**src/rtl/regfile_scoreboard_if.sv**
```systemverilog
// Decode / writeback bundle for the register file scoreboard.
// master drives decode and writeback; slave is the scoreboard.
interface regfile_scoreboard_if #(
  parameter int XLEN = 32,
  parameter int AW   = 5
);
  logic            IssueValidD;
  logic [AW-1:0]   Rs1D;
  logic [AW-1:0]   Rs2D;
  logic            Rs1UsedD;
  logic            Rs2UsedD;
  logic [AW-1:0]   RdD;
  logic            RegWriteD;
  logic [XLEN-1:0] RD1D;
  logic [XLEN-1:0] RD2D;
  logic            StallD;
  logic            RegWriteW;
  logic [AW-1:0]   RdW;
  logic [XLEN-1:0] ResultW;
  logic            KillValid;
  logic [AW-1:0]   KillRd;
  logic            ScbErr;

  modport master (
    output IssueValidD, Rs1D, Rs2D, Rs1UsedD, Rs2UsedD,
    output RdD, RegWriteD, RegWriteW, RdW, ResultW,
    output KillValid, KillRd,
    input  RD1D, RD2D, StallD, ScbErr
  );

  modport slave (
    input  IssueValidD, Rs1D, Rs2D, Rs1UsedD, Rs2UsedD,
    input  RdD, RegWriteD, RegWriteW, RdW, ResultW,
    input  KillValid, KillRd,
    output RD1D, RD2D, StallD, ScbErr
  );
endinterface

```
**src/rtl/regfile_scoreboard.sv**
```systemverilog
// Register file with per-register pending counters and RAW/WAW stall.
// Define REGFILE_BYPASS_EN to forward same-cycle writeback to decode.
module regfile_scoreboard #(
  parameter int XLEN  = 32,
  parameter int NREGS = 32,
  parameter int CNT_W = 2
) (
  input  logic clk,
  input  logic rst,
  regfile_scoreboard_if.slave bus
);
  localparam int AW  = $clog2(NREGS);
  localparam int SW  = CNT_W + 2;
  localparam logic [CNT_W-1:0] MAX = '1;
  localparam logic [CNT_W-1:0] ONE = CNT_W'(1);

  logic [XLEN-1:0]  r_regs [NREGS];
  logic [CNT_W-1:0] r_cnt  [NREGS];
  logic             r_err;

  logic             w_wb_en;
  logic             w_kill_en;
  logic             w_pend1;
  logic             w_pend2;
  logic             w_waw;
  logic             w_stall;
  logic             w_issue;
  logic             w_uflow;
  logic [SW-1:0]    w_sum   [NREGS];
  logic [CNT_W-1:0] w_nxt   [NREGS];

  assign w_wb_en   = bus.RegWriteW && (bus.RdW != '0);
  assign w_kill_en = bus.KillValid && (bus.KillRd != '0);

`ifdef REGFILE_BYPASS_EN
  logic w_fwd1;
  logic w_fwd2;
  assign w_fwd1  = w_wb_en && (bus.RdW == bus.Rs1D);
  assign w_fwd2  = w_wb_en && (bus.RdW == bus.Rs2D);
  // the last in-flight write retiring now is already forwarded
  assign w_pend1 = (r_cnt[bus.Rs1D] != '0) &&
                   !(w_fwd1 && r_cnt[bus.Rs1D] == ONE);
  assign w_pend2 = (r_cnt[bus.Rs2D] != '0) &&
                   !(w_fwd2 && r_cnt[bus.Rs2D] == ONE);
  assign bus.RD1D = w_fwd1 ? bus.ResultW : r_regs[bus.Rs1D];
  assign bus.RD2D = w_fwd2 ? bus.ResultW : r_regs[bus.Rs2D];
`else
  assign w_pend1  = (r_cnt[bus.Rs1D] != '0);
  assign w_pend2  = (r_cnt[bus.Rs2D] != '0);
  assign bus.RD1D = r_regs[bus.Rs1D];
  assign bus.RD2D = r_regs[bus.Rs2D];
`endif

  assign w_waw   = bus.RegWriteD && (bus.RdD != '0) &&
                   (r_cnt[bus.RdD] == MAX);
  assign w_stall = bus.IssueValidD &&
                   ((bus.Rs1UsedD && w_pend1) ||
                    (bus.Rs2UsedD && w_pend2) ||
                    w_waw);
  assign w_issue = bus.IssueValidD && !w_stall &&
                   bus.RegWriteD && (bus.RdD != '0);

  assign bus.StallD = w_stall;
  assign bus.ScbErr = r_err;

  // inc and both decs sum; a negative result clamps and flags
  always_comb begin
    w_uflow = 1'b0;
    for (int i = 0; i < NREGS; i++) begin
      w_sum[i] = SW'(r_cnt[i])
               + SW'(w_issue   && bus.RdD    == AW'(i))
               - SW'(w_wb_en   && bus.RdW    == AW'(i))
               - SW'(w_kill_en && bus.KillRd == AW'(i));
      w_nxt[i] = w_sum[i][CNT_W-1:0];
      if (w_sum[i][SW-1]) begin
        w_nxt[i] = '0;
        w_uflow  = 1'b1;
      end else if (|w_sum[i][SW-2:CNT_W]) begin
        w_nxt[i] = MAX;
      end
    end
  end

  always_ff @(posedge clk or negedge rst) begin
    if (!rst) begin
      for (int i = 0; i < NREGS; i++) begin
        r_regs[i] <= '0;
        r_cnt[i]  <= '0;
      end
      r_err <= 1'b0;
    end else begin
      if (w_wb_en) r_regs[bus.RdW] <= bus.ResultW;
      for (int i = 0; i < NREGS; i++) r_cnt[i] <= w_nxt[i];
      r_err <= r_err | w_uflow;
    end
  end
endmodule

```
**src/flat_wrapper.sv**
```systemverilog
// flat-port wrapper written by rule: the top's interface ports become plain ports
module regfile_scoreboard_flat 
#(
  parameter int XLEN  = 32,
  parameter int NREGS = 32,
  parameter int CNT_W = 2
)
  (clk, rst, bus_IssueValidD, bus_Rs1D, bus_Rs2D, bus_Rs1UsedD, bus_Rs2UsedD, bus_RdD, bus_RegWriteD, bus_RegWriteW, bus_RdW, bus_ResultW, bus_KillValid, bus_KillRd, bus_RD1D, bus_RD2D, bus_StallD, bus_ScbErr);
  regfile_scoreboard_if #(.XLEN(XLEN)) bus_i ();
  input  logic clk;
  input  logic rst;
  input wire logic [$bits(bus_i.IssueValidD)-1:0] bus_IssueValidD;
  input wire logic [$bits(bus_i.Rs1D)-1:0] bus_Rs1D;
  input wire logic [$bits(bus_i.Rs2D)-1:0] bus_Rs2D;
  input wire logic [$bits(bus_i.Rs1UsedD)-1:0] bus_Rs1UsedD;
  input wire logic [$bits(bus_i.Rs2UsedD)-1:0] bus_Rs2UsedD;
  input wire logic [$bits(bus_i.RdD)-1:0] bus_RdD;
  input wire logic [$bits(bus_i.RegWriteD)-1:0] bus_RegWriteD;
  input wire logic [$bits(bus_i.RegWriteW)-1:0] bus_RegWriteW;
  input wire logic [$bits(bus_i.RdW)-1:0] bus_RdW;
  input wire logic [$bits(bus_i.ResultW)-1:0] bus_ResultW;
  input wire logic [$bits(bus_i.KillValid)-1:0] bus_KillValid;
  input wire logic [$bits(bus_i.KillRd)-1:0] bus_KillRd;
  output wire logic [$bits(bus_i.RD1D)-1:0] bus_RD1D;
  output wire logic [$bits(bus_i.RD2D)-1:0] bus_RD2D;
  output wire logic [$bits(bus_i.StallD)-1:0] bus_StallD;
  output wire logic [$bits(bus_i.ScbErr)-1:0] bus_ScbErr;
  assign bus_i.IssueValidD = bus_IssueValidD;
  assign bus_i.Rs1D = bus_Rs1D;
  assign bus_i.Rs2D = bus_Rs2D;
  assign bus_i.Rs1UsedD = bus_Rs1UsedD;
  assign bus_i.Rs2UsedD = bus_Rs2UsedD;
  assign bus_i.RdD = bus_RdD;
  assign bus_i.RegWriteD = bus_RegWriteD;
  assign bus_i.RegWriteW = bus_RegWriteW;
  assign bus_i.RdW = bus_RdW;
  assign bus_i.ResultW = bus_ResultW;
  assign bus_i.KillValid = bus_KillValid;
  assign bus_i.KillRd = bus_KillRd;
  assign bus_RD1D = bus_i.RD1D;
  assign bus_RD2D = bus_i.RD2D;
  assign bus_StallD = bus_i.StallD;
  assign bus_ScbErr = bus_i.ScbErr;
  regfile_scoreboard #(.XLEN(XLEN), .NREGS(NREGS), .CNT_W(CNT_W)) u_core (.clk(clk), .rst(rst), .bus(bus_i));
endmodule
```
**config.mk**
```make
export PLATFORM = sky130hd
export DESIGN_NAME = regfile_scoreboard_flat
export DESIGN_NICKNAME = d
export VERILOG_FILES = /design/src/rtl/regfile_scoreboard_if.sv /design/src/rtl/regfile_scoreboard.sv /design/src/flat_wrapper.sv
export SDC_FILE = /design/constraint.sdc
export NUM_CORES = 2
export LEC_CHECK = 0
export CELL_PAD_IN_SITES_DETAIL_PLACEMENT = 1
export CELL_PAD_IN_SITES_GLOBAL_PLACEMENT = 1
export CORE_ASPECT_RATIO = 0.7
export CORE_MARGIN = 3
export CORE_UTILIZATION = 57
export DETAILED_ROUTE_END_ITERATION = 8
export GPL_TIMING_DRIVEN = 0
export PLACE_DENSITY = 0.88
export SLEW_MARGIN = 40
export SYNTH_ARGS = -nofsm -noshare
export SYNTH_HDL_FRONTEND = slang
export SYNTH_SLANG_ARGS = --single-unit
```
**constraint.sdc**
```tcl
create_clock -name clk -period 10.2 [get_ports clk]
set_clock_uncertainty 0.05 [all_clocks]
set_input_delay 2.04 -clock clk [delete_from_list [all_inputs] [get_ports clk]]
set_output_delay 2.04 -clock clk [all_outputs]
set_load 0.005 [all_outputs]
```
# Yosys cells after proc, flatten, opt, wreduce, memory -nomap -nowiden
# Index checks and enable logic that the tools add are counted.
[word_totals]
reg_bits = 1089
elab_cells = 497
in_bits = 65
output_inout_bits = 66
[classes]
add_sub_neg = 96
reduce_logical = 118
bitwise = 5
n_lt_le_gt_ge = 5
eq_ne = 94
muxes = 114
[op_table]
columns = ["cell", "count"]
rows = [
  ["$bwmux W1024", 1],
  ["$bmux W32 S5", 2],
  ["$sub A4 B1 Y4", 64],
  ["$eq A5 B5 Y1 const B", 48],
  ["$demux W32 S5", 1],
  ["$mux W32", 5],
  ["$mux W2", 70],
  ["$eq A5 B4 Y1 const B", 24],
  ["$logic_and A1 B1 Y1", 107],
  ["$add A2 B1 Y3", 32],
  ["$eq A5 B3 Y1 const B", 12],
  ["$mux W1", 32],
  ["$bmux W2 S5", 3],
  ["$eq A5 B2 Y1 const B", 6],
  ["$ge A6 B6 Y1 const B", 4],
  ["$not A5 Y6", 4],
  ["$eq A5 B1 Y1 const B", 3],
  ["$logic_not A5 Y1", 3],
  ["$reduce_bool A5 Y1", 3],
  ["$lt A6 B1 Y1 const B", 1],
  ["$reduce_bool A2 Y1", 2],
  ["$eq A2 B2 Y1 const B", 1],
  ["$logic_or A1 B1 Y1", 2],
  ["$logic_not A1 Y1", 1],
  ["$or A1 B1 Y1", 1],
]

# Logic depth before layout (Yosys ltp)
[depth]
ltp_word = 50
ltp_mapped = 19
depth_no_buf = 15

# Worst setup path after synthesis
# No wires, ideal clock.
[synth_path]
kind = "input -> output"
startpoint = "input port bus_Rs1D[0]"
endpoint = "output port bus_RD1D[0]"
cell_stages = 6
slack_ns = 4.017
n_path_buf = 3
arrival_time_ns = 4.093
cell_sequence = "buf_6 buf_6 buf_1 mux4_2 mux4_2 mux2_2"
[synth_between]
elab_chain_cells = 4
[synth_lines]
columns = ["element", "line", "source"]
rows = [
  ["start, declared", "flat_wrapper.sv:13", "input wire logic [$bits(bus_i.Rs1D)-1:0] bus_Rs1D;"],
  ["$not A5 Y6 (not written as such)", "regfile_scoreboard.sv:50", "assign bus.RD1D = r_regs[bus.Rs1D];"],
  ["$bmux W32 S5", "regfile_scoreboard.sv:50", ""],
  ["$mux W32 (not written as such) (2 in a row)", "regfile_scoreboard.sv:50", ""],
  ["end, declared", "flat_wrapper.sv:24", "output wire logic [$bits(bus_i.RD1D)-1:0] bus_RD1D;"],
]
# Every way passes these cells. The select of a mux whose other input is x is not followed.

# Worst setup path in the final report
[layout_path]
startpoint = "input port bus_Rs1D[1]"
endpoint = "output port bus_RD1D[1]"
# The elaborated chain is that of the path after synthesis.

==> flow_summary.toml <==
[sta]
fin_ws_ns = 1.58
worst_hold_slack_ns = 0.434
hold_viol = 0
fin_crit_sh_pct = 84.5
worst_pin_slew_ns = 1.00
max_freq_ghz = 0.116
fin_crit_ns = 8.62
finalSetupViolCount = 0
fin_tns_setup_ns = 0
max_slew_margin_pct = 32.8
rsz0062_at_grt = "no"
slew_violations = 0

[cells_and_area]
multi_input_comb_area_um2 = 31600
syn_to_final_growth_pct = 12.1
fin_util_pct = 65.1
final-seq-area_um2 = 27300
layoutNonFillerInstCount = 6376
layout-drive-gt1-share_pct = 37.4
nets = 5084
fillCellCount = 9795

[worst_setup_path]
cp-startpoint = "bus_Rs1D[1]"
r2r-end = "u_core.bus.ScbErr$_DFF_PN0_"
cp.required_ns = 8.11
crit_fanout = 10
r2r_cells = 16
regToRegStartpoint = "u_core.r_cnt[53]$_DFF_PN0_"
cp-endpoint = "bus_RD1D[1]"
reg2reg_slack_ns = 4.31
cp-end-kind = "output pin"
cp-start-kind = "primary input"
crit_arrival_ns = 6.53
path_class = "in -> out"

[run]
cap_violations = 0

[synth]
yosysUniqueCellTypes = 47
synthTopCellsByCount = "dfrtp_1, nand2_1, mux2_2"
synth_area_leaders = "dfrtp_1, mux4_2, mux2_2"
yosysWarnings = 0
synth_area_per_cell_um2 = 13.2
ys_seq_area_share_pct = 44.6
synth.most_common_cell = "dfrtp_1"
syn-cell-area_um2 = 61100
synth-seq-cells = 1089
synthCells = 4616
synth_edf_count = 0
synthFlopType = "dfrtp_1"
synth_top_cell_area_share_pct = 44.6
yosys.area.top_type = "dfrtp_1"
async_flop_share_pct = 100

[detailed_routing]
vias_per_cell = 7.77
drc_errors = 22
wl_um = 271000
vias = 49500
ant_nets = 0
drtIter0Drc = 8031
wl_per_cell_um = 42.6
dr.pass1.iters = 9

[worst_hold_path]
hold_path_class = "reg -> reg"
min_path_cells = 1

[die]
start_util_pct = 58.1
fp.dieW_um = 397
io_pins = 131
die_h_um = 280
die_area_um2 = 111000
rows = 99
coreArea_um2 = 105000

[clock_tree]
cts_setup_buffers = 0
clock_sinks = 1089
clock_path_buffers = 3
postCtsHoldBufs = 0
cts_root_buffer = "clkbuf_16"
clk_latency_ns = 0.77
cts_tree = "yes"
htreeDepth = 3
clk_pin_slew_worst_paths_ns = 0.06
postCtsResizedCells = 0
cts_made_buffers = 108

[global_routing]
grt_max_degree = 114
grt_remaining_overflow = 0
antenna_found_initial = 19
grt.total_usage_pct = 49.0
grt_pass1_wl_um = 384000
first_global_vias = 53300

[pwr]
power_density_nw_per_um2 = 206
ir_worst_vdd_uv = 146
p_leak_nw = 30.7

[placement]
port_buffers = 116
numPlacedInstances = 6162
gp_congestion = 0.966
hpwl_um = 171000
place_ws_ns = 1.68

[run_status]
violations = "DRC"
status = "complete, but fails checks"
==> worst min path at each step <==
stage,startpoint,endpoint,slack (ns)
floorplan,u_core.r_regs[1000]$_DFFE_PN0P_,u_core.r_regs[1000]$_DFFE_PN0P_,0.39
global placement,u_core.r_regs[1022]$_DFFE_PN0P_,u_core.r_regs[1022]$_DFFE_PN0P_,0.40
detailed placement,u_core.r_regs[1001]$_DFFE_PN0P_,u_core.r_regs[1001]$_DFFE_PN0P_,0.42
CTS,u_core.r_regs[1001]$_DFFE_PN0P_,u_core.r_regs[1001]$_DFFE_PN0P_,0.43
global route,u_core.r_regs[1002]$_DFFE_PN0P_,u_core.r_regs[1002]$_DFFE_PN0P_,0.46
finish,u_core.r_regs[1006]$_DFFE_PN0P_,u_core.r_regs[1006]$_DFFE_PN0P_,0.43
==> critical path, cell delays in order <==
cell and delay [ns]:
clkdlybuf4s50_1 0.69, buf_2 0.43, clkbuf_1 0.76, clkbuf_2 0.74, mux4_2 0.46, mux4_2 0.50
mux2_2 0.40, clkdlybuf4s50_1 0.49
==> power by group <==
group          total [W]  switching (W)  internal [W]
sequential       0.00609       0.000921       0.00517
combinational    0.00359        0.00173       0.00186
clock            0.00447        0.00202       0.00245
total             0.0141        0.00467       0.00947
==> stage by stage <==
step / area, um^2 / power, W
5_1_grt: 68500 / 0.0144
6_report: 68500 / 0.0141
3_5_place_dp: 64700 / 0.00934
3_3_place_gp: 64100 / 0.00895
4_1_cts: 68400 / 0.0139
2_1_floorplan: 61100 / 0.00794
==> cell families (layout without fill, tap and decap cells) <==
logic type	Yosys count	count (layout)	share of synthesized area (%)
AOI/OAI and AO/OA	117	117	1.19
adders and majority gates	160	160	4.06
buffers and inverters	572	904	3.79
DFF	1089	1089	44.6
muxes	1400	1400	37.9
other	2	16	0.0123
and+or+nand+nor	1276	1276	8.51
==> final cells by class <==
class / count / area share (%)
Multi-Input combinational cell: 2956 / 46.1
Inverter: 131 / 0.718
Buffer: 441 / 3.01
Clock buffer: 157 / 4.57
Tap cell: 1414 / 2.58
Timing Repair Buffer: 132 / 2.27
Sequential cell: 1089 / 39.8
Clock inverter: 43 / 0.918
Antenna cell: 13 / 0.0475
==> cells in the final DEF, fill, tap and decap left out, types with 11 or more instances in the layout <==
| master | count |
|---|---|
| a21oi_1 | 28 |
| buf_2 | 103 |
| buf_4 | 11 |
| nand2_1 | 1011 |
| clkbuf_8 | 20 |
| buf_1 | 17 |
| inv_1 | 131 |
| diode_2 | 13 |
| nand2b_1 | 48 |
| buf_16 | 13 |
| mux4_2 | 657 |
| dfrtp_1 | 1089 |
| o22ai_1 | 16 |
| clkdlybuf4s50_1 | 115 |
| clkinv_2 | 15 |
| clkbuf_16 | 110 |
| fa_1 | 64 |
| a31oi_1 | 30 |
| clkbuf_2 | 137 |
| nor3_1 | 13 |
| nor2b_1 | 18 |
| nand3_1 | 36 |
| nor4_1 | 30 |
| o21ai_0 | 18 |
| clkbuf_1 | 193 |
| mux2_2 | 738 |
| bufinv_16 | 12 |
| nand4_1 | 14 |
| nor2_1 | 78 |
| ha_1 | 96 |
==> per-layer routing <==
layer | track usage (%) | vias to the layer above | part of all wire [%]
li1 | - | 17200 | -
met1 | 58.6 | 25400 | 33
met2 | 68.2 | 5047 | 42
met3 | 25.2 | 1851 | 16
met4 | 34.1 | 32 | 9.2
met5 | 5.48 | - | 0.34
==> state kept, by name, summed over array words and instances, names as in the netlist <==
signal             count
u_core.r_cnt          64
u_core.r_regs       1024
u_core.bus.ScbErr      1
Power figures use the tool's default switching activity.
